===== config.mk =====
export PLATFORM = sky130hd
export DESIGN_NAME = prog_rom_flat
export DESIGN_NICKNAME = d
export VERILOG_FILES = /design/src/rtl/prog_rom_if.sv /design/src/rtl/prog_rom.sv /design/src/flat_wrapper.sv
export SDC_FILE = /design/constraint.sdc
export NUM_CORES = 1
export LEC_CHECK = 0
export CORE_ASPECT_RATIO = 0.5
export CORE_UTILIZATION = 64
export DETAILED_ROUTE_END_ITERATION = 10
export HOLD_SLACK_MARGIN = 0.05
export PLACE_DENSITY_LB_ADDON = 0.08
export SLEW_MARGIN = 20
export SYNTH_ARGS = -nofsm -noshare
export SYNTH_HDL_FRONTEND = slang
export SYNTH_SLANG_ARGS = --single-unit

===== constraint.sdc =====
create_clock -name clk -period 4.95 [get_ports clk]
set_input_delay 0.7425 -clock clk [delete_from_list [all_inputs] [get_ports clk]]
set_output_delay 0.7425 -clock clk [all_outputs]
set_load 0.01 [all_outputs]

===== src/rtl/prog_rom_if.sv =====
`default_nettype none
// ============================================================================
// Module      : prog_rom_if
// Description : Load and fetch signal bundle for prog_rom. The master side
//               drives the load stream and fetch requests. The slave side
//               (the ROM) returns load flow control and fetched fields.
// Revision    : 1.0 - initial release
// ============================================================================
interface prog_rom_if #(
    parameter int ADDR_W = 4,
    parameter int OPC_W  = 4,
    parameter int IMM_W  = 4
);
    logic                     ld_start;
    logic                     ld_valid;
    logic [OPC_W+IMM_W-1:0]   ld_data;
    logic                     ld_last;
    logic                     ld_ready;
    logic                     loaded;
    logic                     rd_req;
    logic [ADDR_W-1:0]        rd_addr;
    logic                     rd_valid;
    logic                     rd_err;
    logic [OPC_W-1:0]         out_opcode;
    logic [IMM_W-1:0]         out_imdata;

    modport master (
        output ld_start, ld_valid, ld_data, ld_last, rd_req, rd_addr,
        input  ld_ready, loaded, rd_valid, rd_err, out_opcode, out_imdata
    );

    modport slave (
        input  ld_start, ld_valid, ld_data, ld_last, rd_req, rd_addr,
        output ld_ready, loaded, rd_valid, rd_err, out_opcode, out_imdata
    );
endinterface
`default_nettype wire


===== src/rtl/prog_rom.sv =====
`default_nettype none
// ============================================================================
// Module      : prog_rom
// Description : Loadable program store. A program is streamed in from
//               address 0 and ends on ld_last or at the top address. It is
//               then fetched with a one-cycle latency. Any word the last load
//               did not write reads back as zero.
// Revision    : 1.0 - initial release
// ============================================================================
module prog_rom #(
    parameter int ADDR_W = 4,
    parameter int OPC_W  = 4,
    parameter int IMM_W  = 4
) (
    input  wire logic   clk,
    input  wire logic   rst,
    prog_rom_if.slave   bus
);
    localparam int                c_word_w    = OPC_W + IMM_W;
    localparam int                c_depth     = 2 ** ADDR_W;
    localparam logic [ADDR_W-1:0] c_last_addr = '1;

    typedef enum logic [1:0] {
        S_EMPTY = 2'd0,
        S_LOAD  = 2'd1,
        S_READY = 2'd2
    } state_t;

    state_t                r_state;
    logic [ADDR_W-1:0]     r_ptr;
    logic [c_depth-1:0]    r_written;
    logic                  r_loaded;
    logic                  r_ld_ready;
    logic                  r_rd_valid;
    logic                  r_rd_err;
    logic [OPC_W-1:0]      r_opcode;
    logic [IMM_W-1:0]      r_imdata;
    logic [c_word_w-1:0]   r_mem [c_depth];

    logic                  w_xfer;
    logic [c_word_w-1:0]   w_rd_word;

    // A word is accepted only in LOAD. A restart pulse in the same cycle wins
    // over the word.
    assign w_xfer = (r_state == S_LOAD) && bus.ld_valid && !bus.ld_start;

    // Words not written since the last load entry are masked to zero.
    assign w_rd_word = r_written[bus.rd_addr] ? r_mem[bus.rd_addr] : '0;

    assign bus.ld_ready   = r_ld_ready;
    assign bus.loaded     = r_loaded;
    assign bus.rd_valid   = r_rd_valid;
    assign bus.rd_err     = r_rd_err;
    assign bus.out_opcode = r_opcode;
    assign bus.out_imdata = r_imdata;

    // Storage array. It has no reset because the written-flag vector decides
    // what reads return.
    always_ff @(posedge clk) begin
        if (w_xfer) begin
            r_mem[r_ptr] <= bus.ld_data;
        end
    end

    // Load/fetch control FSM. Every status and data output is registered here.
    always_ff @(posedge clk or posedge rst) begin
        if (rst) begin
            r_state    <= S_EMPTY;
            r_ptr      <= '0;
            r_written  <= '0;
            r_loaded   <= 1'b0;
            r_ld_ready <= 1'b0;
            r_rd_valid <= 1'b0;
            r_rd_err   <= 1'b0;
            r_opcode   <= '0;
            r_imdata   <= '0;
        end else begin
            r_rd_valid <= 1'b0;
            r_rd_err   <= 1'b0;

            // A fetch is serviced from the current contents, even when a
            // reload starts in the same cycle.
            if (bus.rd_req) begin
                if (r_state == S_READY) begin
                    r_rd_valid <= 1'b1;
                    r_opcode   <= w_rd_word[c_word_w-1:IMM_W];
                    r_imdata   <= w_rd_word[IMM_W-1:0];
                end else begin
                    r_rd_err   <= 1'b1;
                end
            end

            case (r_state)
                S_EMPTY: begin
                    if (bus.ld_start) begin
                        r_state    <= S_LOAD;
                        r_ptr      <= '0;
                        r_written  <= '0;
                        r_ld_ready <= 1'b1;
                    end
                end
                S_LOAD: begin
                    if (bus.ld_start) begin
                        r_ptr     <= '0;
                        r_written <= '0;
                    end else if (bus.ld_valid) begin
                        r_written[r_ptr] <= 1'b1;
                        // The top address ends the load even without ld_last,
                        // so the pointer never wraps.
                        if (bus.ld_last || (r_ptr == c_last_addr)) begin
                            r_state    <= S_READY;
                            r_ld_ready <= 1'b0;
                            r_loaded   <= 1'b1;
                        end else begin
                            r_ptr <= r_ptr + 1'b1;
                        end
                    end
                end
                S_READY: begin
                    if (bus.ld_start) begin
                        r_state    <= S_LOAD;
                        r_ptr      <= '0;
                        r_written  <= '0;
                        r_loaded   <= 1'b0;
                        r_ld_ready <= 1'b1;
                    end
                end
                default: begin
                    r_state    <= S_EMPTY;
                    r_loaded   <= 1'b0;
                    r_ld_ready <= 1'b0;
                end
            endcase
        end
    end
endmodule
`default_nettype wire


===== src/flat_wrapper.sv =====
// flat-port wrapper written by rule: the top's interface ports become plain ports
module prog_rom_flat 
#(
    parameter int ADDR_W = 4,
    parameter int OPC_W  = 4,
    parameter int IMM_W  = 4
)
  (clk, rst, bus_ld_start, bus_ld_valid, bus_ld_data, bus_ld_last, bus_rd_req, bus_rd_addr, bus_ld_ready, bus_loaded, bus_rd_valid, bus_rd_err, bus_out_opcode, bus_out_imdata);
  prog_rom_if #(.ADDR_W(ADDR_W), .OPC_W(OPC_W), .IMM_W(IMM_W)) bus_i ();
  input  wire logic clk;
  input  wire logic rst;
  input wire logic [$bits(bus_i.ld_start)-1:0] bus_ld_start;
  input wire logic [$bits(bus_i.ld_valid)-1:0] bus_ld_valid;
  input wire logic [$bits(bus_i.ld_data)-1:0] bus_ld_data;
  input wire logic [$bits(bus_i.ld_last)-1:0] bus_ld_last;
  input wire logic [$bits(bus_i.rd_req)-1:0] bus_rd_req;
  input wire logic [$bits(bus_i.rd_addr)-1:0] bus_rd_addr;
  output wire logic [$bits(bus_i.ld_ready)-1:0] bus_ld_ready;
  output wire logic [$bits(bus_i.loaded)-1:0] bus_loaded;
  output wire logic [$bits(bus_i.rd_valid)-1:0] bus_rd_valid;
  output wire logic [$bits(bus_i.rd_err)-1:0] bus_rd_err;
  output wire logic [$bits(bus_i.out_opcode)-1:0] bus_out_opcode;
  output wire logic [$bits(bus_i.out_imdata)-1:0] bus_out_imdata;
  assign bus_i.ld_start = bus_ld_start;
  assign bus_i.ld_valid = bus_ld_valid;
  assign bus_i.ld_data = bus_ld_data;
  assign bus_i.ld_last = bus_ld_last;
  assign bus_i.rd_req = bus_rd_req;
  assign bus_i.rd_addr = bus_rd_addr;
  assign bus_ld_ready = bus_i.ld_ready;
  assign bus_loaded = bus_i.loaded;
  assign bus_rd_valid = bus_i.rd_valid;
  assign bus_rd_err = bus_i.rd_err;
  assign bus_out_opcode = bus_i.out_opcode;
  assign bus_out_imdata = bus_i.out_imdata;
  prog_rom #(.ADDR_W(ADDR_W), .OPC_W(OPC_W), .IMM_W(IMM_W)) u_core (.clk(clk), .rst(rst), .bus(bus_i));
endmodule

==> impl_metrics.ini <==
[synthesis]
async_flop_share = 0.2099
synth_top_area_frac = 0.5876
synth_fp_nets = 388
synth_edf_count = 128
syn-cell-area_um2 = 6541
synth_top_area_cell = edfxtp_1
synth_cells = 366
synth-seq-cells = 162
ys_seq_area_frac = 0.7177
synth.most_common_cell = edfxtp_1
ys_top_cells_by_area = edfxtp_1 59%, dfrtp_1 13%, mux4_1 9.2%, mux4_2 3.8%, nor2_1 2.5%
yosysWarnings = 0
synth_common_cells = 128 x edfxtp_1, 44 x nor2_1, 34 x dfrtp_1
syn_area_per_cell_um2 = 17.87
synth-main-ff-cell = edfxtp_1
synth_cell_types = 37

[finish]
final_net_count = 424
drive_above_1_share = 0.1232
antennaDiodeCount = 0
final_area_um2 = 7541
syn_to_final_growth_pct = 15.28

[timing]
worstMarginPinSlew_ns = 1.047
finalCritPeriodShare = 0.5472
max_freq_mhz = 369.2
skew_ns = 0.01306
period_minus_slack_ns = 2.709
hold_violations = 0
fin_tns_setup_ns = 0
final.setup.worst_slack_ns = 2.241
relSlewSlack = 0.2992
rsz0062_at_grt = false
drv_slew = 0
setup_viol = 0

[clocking]
clk_latency_ns = 0.43
cts_buffers = 17
root_buffer = clkbuf_16
cts_tree = built
path_clk_slew_ns = 0.06
cts_hold_buffers = 0
postCtsResizedCells = 0
htreeDepth = 4
cts_setup_buffers = 0
cts_sinks = 162
clk_path_buf_depth = 2

[drt]
drc_errors = 0
drt_iter0_drc = 268
via_per_inst = 6.475
first_pass_iters = 5
dr_total_vias = 3555
wl_per_cell_um = 25.47
wl_um = 13980
ant_nets = 0

[worst_setup_path]
critPathArrivalTime_ns = 2.74
cp.required_ns = 4.99
worst-r2r-cell-count = 5
endpoint_kind = flip-flop
worstPathMaxFanout = 8
path_class = input pin to flip-flop
cpPeakStageDelay_ns = 0.82
critPathLaunchType = input pin
cp_common_cell = nor2_1
path_cells = clkdlybuf4s50_1 -> nand2b_1 -> nor2_1 -> nand2_1 -> nor2_1
crit_path_top_delay_cell = nor2_1

[run]
max_cap_violations = 0

[floorplanning]
die_area_um2 = 10650
die_w_um = 145.0
rows = 25
io_pins = 30
chipHeight_um = 73.49
fp.coreArea_um2 = 9666
start_util = 0.6768

[pwr]
ir_worst_vdd_mv = 0.3107
leakagePower_uw = 0.002704
seq_power_share = 0.491
clkPwrFrac = 0.432
p_switching_uw = 670.5
sw_frac_of_total = 0.2134
power_frac_comb = 0.078
power_density_nw_per_um2 = 416.7
p_int_uw = 2472

[placed_design]
pre_cts_ws_ns = 1.690
postPlaceCellArea_um2 = 6910
dp_hpwl_um = 8562
gp_congestion = 0.7956
port_buffers = 29

[hold_path]
hold_class = flip-flop to flip-flop
whs_path_depth = 2

[grt]
grt_pass1_wl_um = 20640
grt_pass1_vias = 3608
grt_max_degree = 38
grt_antenna_before_repair = 0
overflow = 0
grt_usage = 0.2870

[run_status]
outcome = finished, final reports clean
flip-flops by register name, indices dropped and copies added, names as in the netlist:
register and cells:
u_core.r_written 16, u_core.r_ptr 4, u_core.bus.out_opcode 4, u_core.bus.loaded 1, u_core.bus.rd_valid 1, u_core.bus.ld_ready 1
u_core.r_mem 128, u_core.bus.out_imdata 4, u_core.r_state 2, u_core.bus.rd_err 1
cell type report:
class | count | area (um2)
well taps | 135 | 168.9
inverters | 4 | 15.01
repair buffers | 33 | 315.3
fillers | 513 | 2125
flip-flops and latches | 162 | 4695
clock buffers | 21 | 450.4
clock inverters | 10 | 160.2
multi-input cells | 184 | 1737
power groups by stage:
stage | clock (uW) | sequential, uW | combinational (uW)
after floorplan | 0 | 1560 | 138
after global placement | 0 | 1570 | 235
after detailed placement | 0 | 1570 | 241
after CTS | 1370 | 1540 | 245
after global routing | 1420 | 1540 | 264
final | 1360 | 1540 | 244
through the flow:
step | hold slack, ns | cells | total power (uW) | util
finish | 0.4886 | 549 | 3142 | 0.7802
CTS | 0.4904 | 549 | 3153 | 0.7781
global route | 0.5050 | 549 | 3226 | 0.7802
global placement | 0.4686 | 518 | 1801 | 0.7150
floorplan | 0.4543 | 366 | 1703 | -
detailed placement | 0.4777 | 518 | 1809 | 0.7150
worst paths after layout:
| kind | slack, ns | to | start |
|---|---|---|---|
| max | 2.24 | u_core.r_mem[13][4] | bus_ld_start |
| min | 0.49 | u_core.r_written[13] | u_core.r_written[13] |
| max reg2reg | 2.62 | u_core.bus.out_opcode[3] | u_core.r_state[0] |
| min reg2reg | 0.49 | u_core.r_written[13] | u_core.r_written[13] |
| max in group asynchronous | 3.86 | u_core.bus.out_opcode[3] | rst |
| min in group asynchronous | 0.74 | u_core.r_written[1] | rst |
cells in the final DEF, fill, tap and decap left out, types with 3 or more instances in the layout:
| master | count |
|---|---|
| ha_1 | 4 |
| edfxtp_1 | 128 |
| a22oi_1 | 16 |
| clkdlybuf4s50_1 | 28 |
| a22o_1 | 8 |
| mux4_2 | 11 |
| nand2b_1 | 5 |
| buf_4 | 4 |
| bufinv_16 | 4 |
| nor3_2 | 4 |
| nor2b_1 | 3 |
| clkbuf_1 | 3 |
| inv_1 | 4 |
| and2_1 | 3 |
| nor3_1 | 3 |
| nand2_1 | 20 |
| mux4_1 | 23 |
| nor2_1 | 44 |
| mux2i_1 | 4 |
| dfrtp_1 | 34 |
| a21oi_1 | 17 |
| clkinvlp_4 | 4 |
| nand3b_1 | 3 |
| clkbuf_16 | 17 |
worst max-delay path: cells and delay by family:
kind | cells | cell delay (ns)
buffers and inverters | 1 | 0.52
and+or+nand+nor | 4 | 1.48
routing by layer:
metal	GRT usage	up-vias	wire length, um
li1	-	1524	-
met1	0.3581	1836	5654
met2	0.4717	172	6856
met3	0.09938	23	1206
met4	0.1206	0	264
met5	0	-	0
cells by family (layout without fill, tap and decap cells):
kind of cell    count (synthesis)  in the layout  synth area share
compound gates                 49             49           0.05260
xor+xnor                        3              3          0.004018
fa+ha+maj                       4              4          0.007651
buf+inv                        20             68           0.01989
flops                         162            162            0.7177
mux                            39             39            0.1381
simple gates                   89             89           0.06006
Note: power is estimated with default switching activity, not from simulation.
